File: src/rtl/lsu_pkg.sv
// Shared encodings for the load/store unit: access sizes, FSM states and
// byte-lane geometry of the 32-bit data-RAM word.
package lsu_pkg;

   localparam int XLEN   = 32;
   localparam int LANE_W = 8;

   localparam logic [1:0] SIZE_B = 2'b00;
   localparam logic [1:0] SIZE_H = 2'b01;
   localparam logic [1:0] SIZE_W = 2'b10;
   localparam logic [1:0] SIZE_X = 2'b11;

   typedef enum logic [1:0] {
      ST_IDLE  = 2'd0,
      ST_READ  = 2'd1,
      ST_WRITE = 2'd2,
      ST_RESP  = 2'd3
   } state_t;

endpackage

File: src/rtl/lsu_align.sv
// Combinational byte-lane logic: alignment check on the incoming request,
// little-endian lane extraction with sign/zero extension for loads, and the
// read-modify-write merge of a sub-word store into the old RAM word.
module lsu_align
   import lsu_pkg::*;
(
   input  logic [1:0]      chk_size,
   input  logic [1:0]      chk_lo,
   output logic            chk_misaligned,
   input  logic [1:0]      acc_size,
   input  logic [1:0]      acc_lo,
   input  logic            acc_unsigned,
   input  logic [XLEN-1:0] ld_word,
   output logic [XLEN-1:0] ld_data,
   input  logic [XLEN-1:0] st_old,
   input  logic [XLEN-1:0] st_wdata,
   output logic [XLEN-1:0] st_merged
);

   logic [LANE_W-1:0]   lane_b;
   logic [2*LANE_W-1:0] lane_h;

   // Illegal size, odd halfword or non-word-aligned word is rejected.
   always_comb begin
      chk_misaligned = 1'b0;
      case (chk_size)
         SIZE_H:  chk_misaligned = chk_lo[0];
         SIZE_W:  chk_misaligned = (chk_lo != 2'b00);
         SIZE_X:  chk_misaligned = 1'b1;
         default: chk_misaligned = 1'b0;
      endcase
   end

   // Select the addressed lane and extend it to a full word.
   always_comb begin
      case (acc_lo)
         2'd1:    lane_b = ld_word[15:8];
         2'd2:    lane_b = ld_word[23:16];
         2'd3:    lane_b = ld_word[31:24];
         default: lane_b = ld_word[7:0];
      endcase
      lane_h = acc_lo[1] ? ld_word[31:16] : ld_word[15:0];
      ld_data = ld_word;
      case (acc_size)
         SIZE_B:  ld_data = acc_unsigned ? {24'b0, lane_b} : {{24{lane_b[7]}}, lane_b};
         SIZE_H:  ld_data = acc_unsigned ? {16'b0, lane_h} : {{16{lane_h[15]}}, lane_h};
         default: ld_data = ld_word;
      endcase
   end

   // Replace only the addressed lane(s) of the old word with store data.
   always_comb begin
      st_merged = st_old;
      case (acc_size)
         SIZE_B: begin
            for (int k = 0; k < 4; k++) begin
               if (acc_lo == 2'(k)) st_merged[k*LANE_W +: LANE_W] = st_wdata[LANE_W-1:0];
            end
         end
         SIZE_H: begin
            if (acc_lo[1]) st_merged[31:16] = st_wdata[15:0];
            else           st_merged[15:0]  = st_wdata[15:0];
         end
         SIZE_W:  st_merged = st_wdata;
         default: st_merged = st_old;
      endcase
   end

endmodule

File: src/rtl/lsu.sv
// Load/store unit: accepts one request at a time from execute, rejects
// misaligned/illegal accesses, drives the word-addressed data-RAM port and
// returns a one-cycle response. Sub-word stores are read-modify-write.
//
// Handshake: a request is taken on a rising edge where req_valid && req_ready;
// req_ready is high only in IDLE, so req_valid while busy is simply ignored.
// rsp_valid is a single-cycle pulse with no back-pressure.
module lsu
   import lsu_pkg::*;
(
   input  logic            clk,
   input  logic            rst,
   input  logic            req_valid,
   output logic            req_ready,
   input  logic            req_we,
   input  logic [1:0]      req_size,
   input  logic            req_unsigned,
   input  logic [XLEN-1:0] req_addr,
   input  logic [XLEN-1:0] req_wdata,
   output logic            rsp_valid,
   output logic            rsp_err,
   output logic [XLEN-1:0] rsp_rdata,
   output logic            mem_we,
   output logic [XLEN-1:0] mem_addr,
   output logic [XLEN-1:0] mem_wdata,
   input  logic [XLEN-1:0] mem_rdata
);

   state_t          state_q, state_d;
   logic            we_q, we_d;
   logic [1:0]      size_q, size_d;
   logic            uns_q, uns_d;
   logic [XLEN-1:0] addr_q, addr_d;
   logic [XLEN-1:0] wdata_q, wdata_d;
   logic [XLEN-1:0] old_q, old_d;
   logic            err_q, err_d;
   logic [XLEN-1:0] rsp_rdata_q, rsp_rdata_d;

   logic            accept;
   logic            misaligned;
   logic [XLEN-1:0] ld_data;
   logic [XLEN-1:0] merged;

   assign accept = req_valid && (state_q == ST_IDLE);

   lsu_align u_align (
      .chk_size       (req_size),
      .chk_lo         (req_addr[1:0]),
      .chk_misaligned (misaligned),
      .acc_size       (size_q),
      .acc_lo         (addr_q[1:0]),
      .acc_unsigned   (uns_q),
      .ld_word        (mem_rdata),
      .ld_data        (ld_data),
      .st_old         (old_q),
      .st_wdata       (wdata_q),
      .st_merged      (merged)
   );

   // State register; reset forces IDLE at once, killing any pending write.
   always_ff @(posedge clk or posedge rst) begin
      if (rst) state_q <= ST_IDLE;
      else     state_q <= state_d;
   end

   // Next state: errors skip memory, word stores skip the read.
   always_comb begin
      state_d = state_q;
      case (state_q)
         ST_IDLE: begin
            if (accept) begin
               if (misaligned)                     state_d = ST_RESP;
               else if (req_we && req_size == SIZE_W) state_d = ST_WRITE;
               else                                state_d = ST_READ;
            end
         end
         ST_READ:  state_d = we_q ? ST_WRITE : ST_RESP;
         ST_WRITE: state_d = ST_RESP;
         ST_RESP:  state_d = ST_IDLE;
         default:  state_d = ST_IDLE;
      endcase
   end

   // Outputs decoded from state; write data is only driven while writing.
   always_comb begin
      req_ready = (state_q == ST_IDLE);
      rsp_valid = (state_q == ST_RESP);
      rsp_err   = (state_q == ST_RESP) && err_q;
      rsp_rdata = rsp_rdata_q;
      mem_we    = (state_q == ST_WRITE);
      mem_addr  = {addr_q[XLEN-1:2], 2'b00};
      mem_wdata = (state_q == ST_WRITE) ? merged : '0;
   end

   // Request latch, old-word capture and response data computation.
   always_comb begin
      we_d        = we_q;
      size_d      = size_q;
      uns_d       = uns_q;
      addr_d      = addr_q;
      wdata_d     = wdata_q;
      old_d       = old_q;
      err_d       = err_q;
      rsp_rdata_d = rsp_rdata_q;
      case (state_q)
         ST_IDLE: begin
            if (accept) begin
               we_d    = req_we;
               size_d  = req_size;
               uns_d   = req_unsigned;
               addr_d  = req_addr;
               wdata_d = req_wdata;
               err_d   = misaligned;
               if (misaligned) rsp_rdata_d = '0;
            end
         end
         ST_READ: begin
            old_d = mem_rdata;
            if (!we_q) rsp_rdata_d = ld_data;
         end
         ST_WRITE: rsp_rdata_d = '0;
         default: ;
      endcase
   end

   // Datapath registers.
   always_ff @(posedge clk or posedge rst) begin
      if (rst) begin
         we_q        <= 1'b0;
         size_q      <= SIZE_B;
         uns_q       <= 1'b0;
         addr_q      <= '0;
         wdata_q     <= '0;
         old_q       <= '0;
         err_q       <= 1'b0;
         rsp_rdata_q <= '0;
      end else begin
         we_q        <= we_d;
         size_q      <= size_d;
         uns_q       <= uns_d;
         addr_q      <= addr_d;
         wdata_q     <= wdata_d;
         old_q       <= old_d;
         err_q       <= err_d;
         rsp_rdata_q <= rsp_rdata_d;
      end
   end

endmodule

File: config.mk
export PLATFORM = sky130hd
export DESIGN_NAME = lsu
export DESIGN_NICKNAME = d
export VERILOG_FILES = /design/src/rtl/lsu_pkg.sv /design/src/rtl/lsu_align.sv /design/src/rtl/lsu.sv
export SDC_FILE = /design/constraint.sdc
export NUM_CORES = 1
export LEC_CHECK = 0
export BUFFER_PORTS_ARGS = -buffer_cell sky130_fd_sc_hd__buf_2
export CAP_MARGIN = 25
export CORE_MARGIN = 8
export CORE_UTILIZATION = 53
export DETAILED_ROUTE_END_ITERATION = 12
export PLACE_DENSITY = 0.92
export REMOVE_ABC_BUFFERS = 1
export SETUP_SLACK_MARGIN = 0.5
export SLEW_MARGIN = 20
export SYNTH_ARGS = -nofsm -noshare
export SYNTH_HDL_FRONTEND = slang
export SYNTH_SLANG_ARGS = --single-unit
File: constraint.sdc
create_clock -name clk -period 5.3 [get_ports clk]
set_input_delay 1.06 -clock clk [delete_from_list [all_inputs] [get_ports clk]]
set_output_delay 1.06 -clock clk [all_outputs]
set_load 0.02 [all_outputs]
==> metrics.txt <==
via/cell ratio 5.90; Max IR drop VDD 0.421 mV; Initial Utilization 53.7%; total core area 0.0131 mm^2; area of the multi-input gates 0.00318 mm^2; most common cell in the netlist dfrtp_1; Setup CP Type flop to output port; CTS tree built; Critical Path Max Stage Delay 0.96 ns; Clock Tree Buf Depth 2; CTS root buf clkbuf_16; PwrDens 720 mW/mm^2; max-slew violation count 0; Max Fclk 245 MHz; most used flip-flop cell after synthesis dfrtp_1; std cell rows 42; Die W 131 um; FF+latch area 0.00338 mm^2; synth warn 0; reg-to-reg setup timing slack 2.61 ns; CP max-delay cell dfrtp_1; Clk pin slew, worst setup/hold paths 0.06 ns; nets@finish 864; Post-Syn Area per Cell 11.7 um^2; post-synthesis async set-or-reset flop share 100%; post-cts resize count 0; detailed placer's ending HPWL 15300 um; Residual DRC 0; Num CTS Buffers 17; Final Cycle Share 76.9%; Area growth syn-to-layout 20.9%; WP data arrival 3.01 ns; Static Leak 4.12 nW; worst r2r src addr_q[1]; Hold Path Origin err_q; Total Power 6.14 mW; vias in the first global route 5838; Max-Cap Viols 0; crit-path max FO 30; vias 5587; Critical Path RT 4.24 ns; die area 0.0172 mm^2; top-area cell type share of the netlist area 47.9%; final hold violation count 0; cell taking the most area after synthesis dfrtp_1; status completed; clock sinks 135; Clock Skew 0.00668 ns; Antenna Nets Post-Route 0; Slew @ Worst Pin 0.940 ns; final hold slack 0.477 ns; WL per Instance 21.7 um; setup violators final 0; total buffers and inverters traversed by the critical path 2; crit-path cells nor2b_1, buf_4, nand2_1, o221a_2, o21a_1, buf_2; unrepaired setup endpoints after global routing false; Fillers 1026; Mapped Cells 602; TNS Setup 0 ns; placed cell area 0.00790 mm^2; count of port buffers added during placement 200; drt pass-1 iters 5; Synth cell types 51; cell family with most CP delay flip-flops; #FFs+latches synth 135; R2R depth 5; largest net degree at the start of global routing 52; top post-synthesis cells by area dfrtp_1, mux2_2, buf_4; post-synthesis sequential area ratio 47.9%; Critical R2R Capture rsp_rdata[5]; ratio of cells with drive above 1 in the final layout 48.2%; Clock Latency Late Sink 0.42 ns; WHS Endpoint err_q; antenna violations before repair 2; Ports 203; Critical Path Source Type flop; Final Cell Area 0.00852 mm^2; minimum clock period 4.07 ns; Slew HR 37.3%; Starting DRT DRC Count 476; setup repair bufs after CTS 0; Commonest cells post-synth dfrtp_1, mux2_2, nand2_1; Syn Std Cell Area 0.00705 mm^2; Total GRT Usage 23.6%; gpl congestion 0.856; die span in y 131 um; first-pass GRT wire length 32200 um; CTS Hold Bufs 0; Post-synth EDFFs 0; drt total wl 20500 um; Hold Path Depth 2; CP endpoint kind output port; min-delay worst type flop to flop; H-tree lvl count 4; grt ovf 0
==> through the flow <==
stage | util (%) | std cells | setup slack (ns)
finish | 64.9 | 947 | 1.23
global route | 64.9 | 947 | 1.15
CTS | 64.8 | 946 | 1.15
detailed placement | 60.2 | 914 | 1.63
global placement | 60.1 | 913 | 1.74
floorplan | - | 527 | 0.629
==> tightest hold or removal path, stage by stage, from the launching register on <==
cell and delay (ns):
dfrtp_1 0.34, nand2_1 0.04, o21ai_0 0.06
==> cell usage in the layout (no fill, tap or decap), drive strengths merged, types with 2 or more instances in the layout <==
cell type / synthesis / layout
buf: 61 / 211
dfrtp: 135 / 135
mux2: 109 / 109
nand2: 48 / 48
o21ai: 37 / 37
mux2i: 26 / 26
clkbuf: 15 / 21
nor2b: 17 / 17
a22o: 16 / 16
a221oi: 15 / 15
a21boi: 13 / 13
a211oi: 13 / 13
inv: 10 / 11
nor2: 10 / 10
nand3: 9 / 9
a222oi: 8 / 8
a21o: 7 / 7
nand2b: 7 / 7
o2bb2ai: 7 / 7
o211a: 5 / 5
clkinv: 0 / 5
ha: 4 / 4
o221a: 3 / 3
o21a: 3 / 3
bufinv: 0 / 3
a211o: 2 / 2
and3b: 2 / 2
a21oi: 2 / 2
conb: 1 / 2
clkinvlp: 0 / 2
a221o: 2 / 2
and2: 2 / 2
==> worst max path at each step <==
stage                    from             to  slack, ns  depth (start not counted)
finish              addr_q[1]  mem_wdata[17]       1.23                          6
global route        size_q[0]   mem_wdata[7]       1.15                          6
CTS                 size_q[1]  mem_wdata[12]       1.15                          5
detailed placement  size_q[1]  mem_wdata[12]       1.63                          5
global placement    size_q[1]  mem_wdata[12]       1.74                          5
floorplan                 rst      addr_q[0]       0.63                          1
==> cells by family (layout without fill, tap and decap cells) <==
| family | count (synthesis) | after routing | share of synthesized area [%] |
|---|---|---|---|
| flip-flops | 135 | 135 | 47.9 |
| buffers and inverters | 86 | 253 | 7.05 |
| other | 1 | 3 | 0.0532 |
| multiplexers | 136 | 136 | 21.4 |
| adder cells (fa/ha/maj) | 4 | 4 | 0.710 |
| AO/OA/AOI/OAI | 142 | 142 | 16.2 |
| AND/OR/NAND/NOR | 98 | 98 | 6.69 |
==> per-layer routing <==
metal  up-vias  part of all wire, %  routed length [um]  track usage, %
li1       2483                    -                   -               -
met1      2772                   39                8050            28.5
met2       302                   48                9790            38.1
met3        28                   11                2340            8.80
met4         2                  1.7                 349            8.36
met5         -                0.063                  13               0
==> cell type report <==
class | instances | area share, %
clock inverters | 11 | 1.72
inverters | 10 | 0.470
well taps | 176 | 2.58
clock buffers | 21 | 5.52
diodes | 1 | 0.0294
flip-flops and latches | 135 | 39.6
repair buffers | 211 | 12.7
multi-input cells | 382 | 37.3
==> flip-flops by register name, summed over array words and instances (netlist names) <==
signal and cells:
err_q 1, we_q 1, rsp_rdata 32, uns_q 1, wdata_q 32, old_q 32, state_q 2, addr_q 32
size_q 2
==> report_power, final <==
part | internal, mW | switching [mW]
Clock | 0.777 | 0.453
Sequential | 1.53 | 0.457
Combinational | 1.26 | 1.66
Total | 3.57 | 2.57
(Power assumes the default switching activity.)
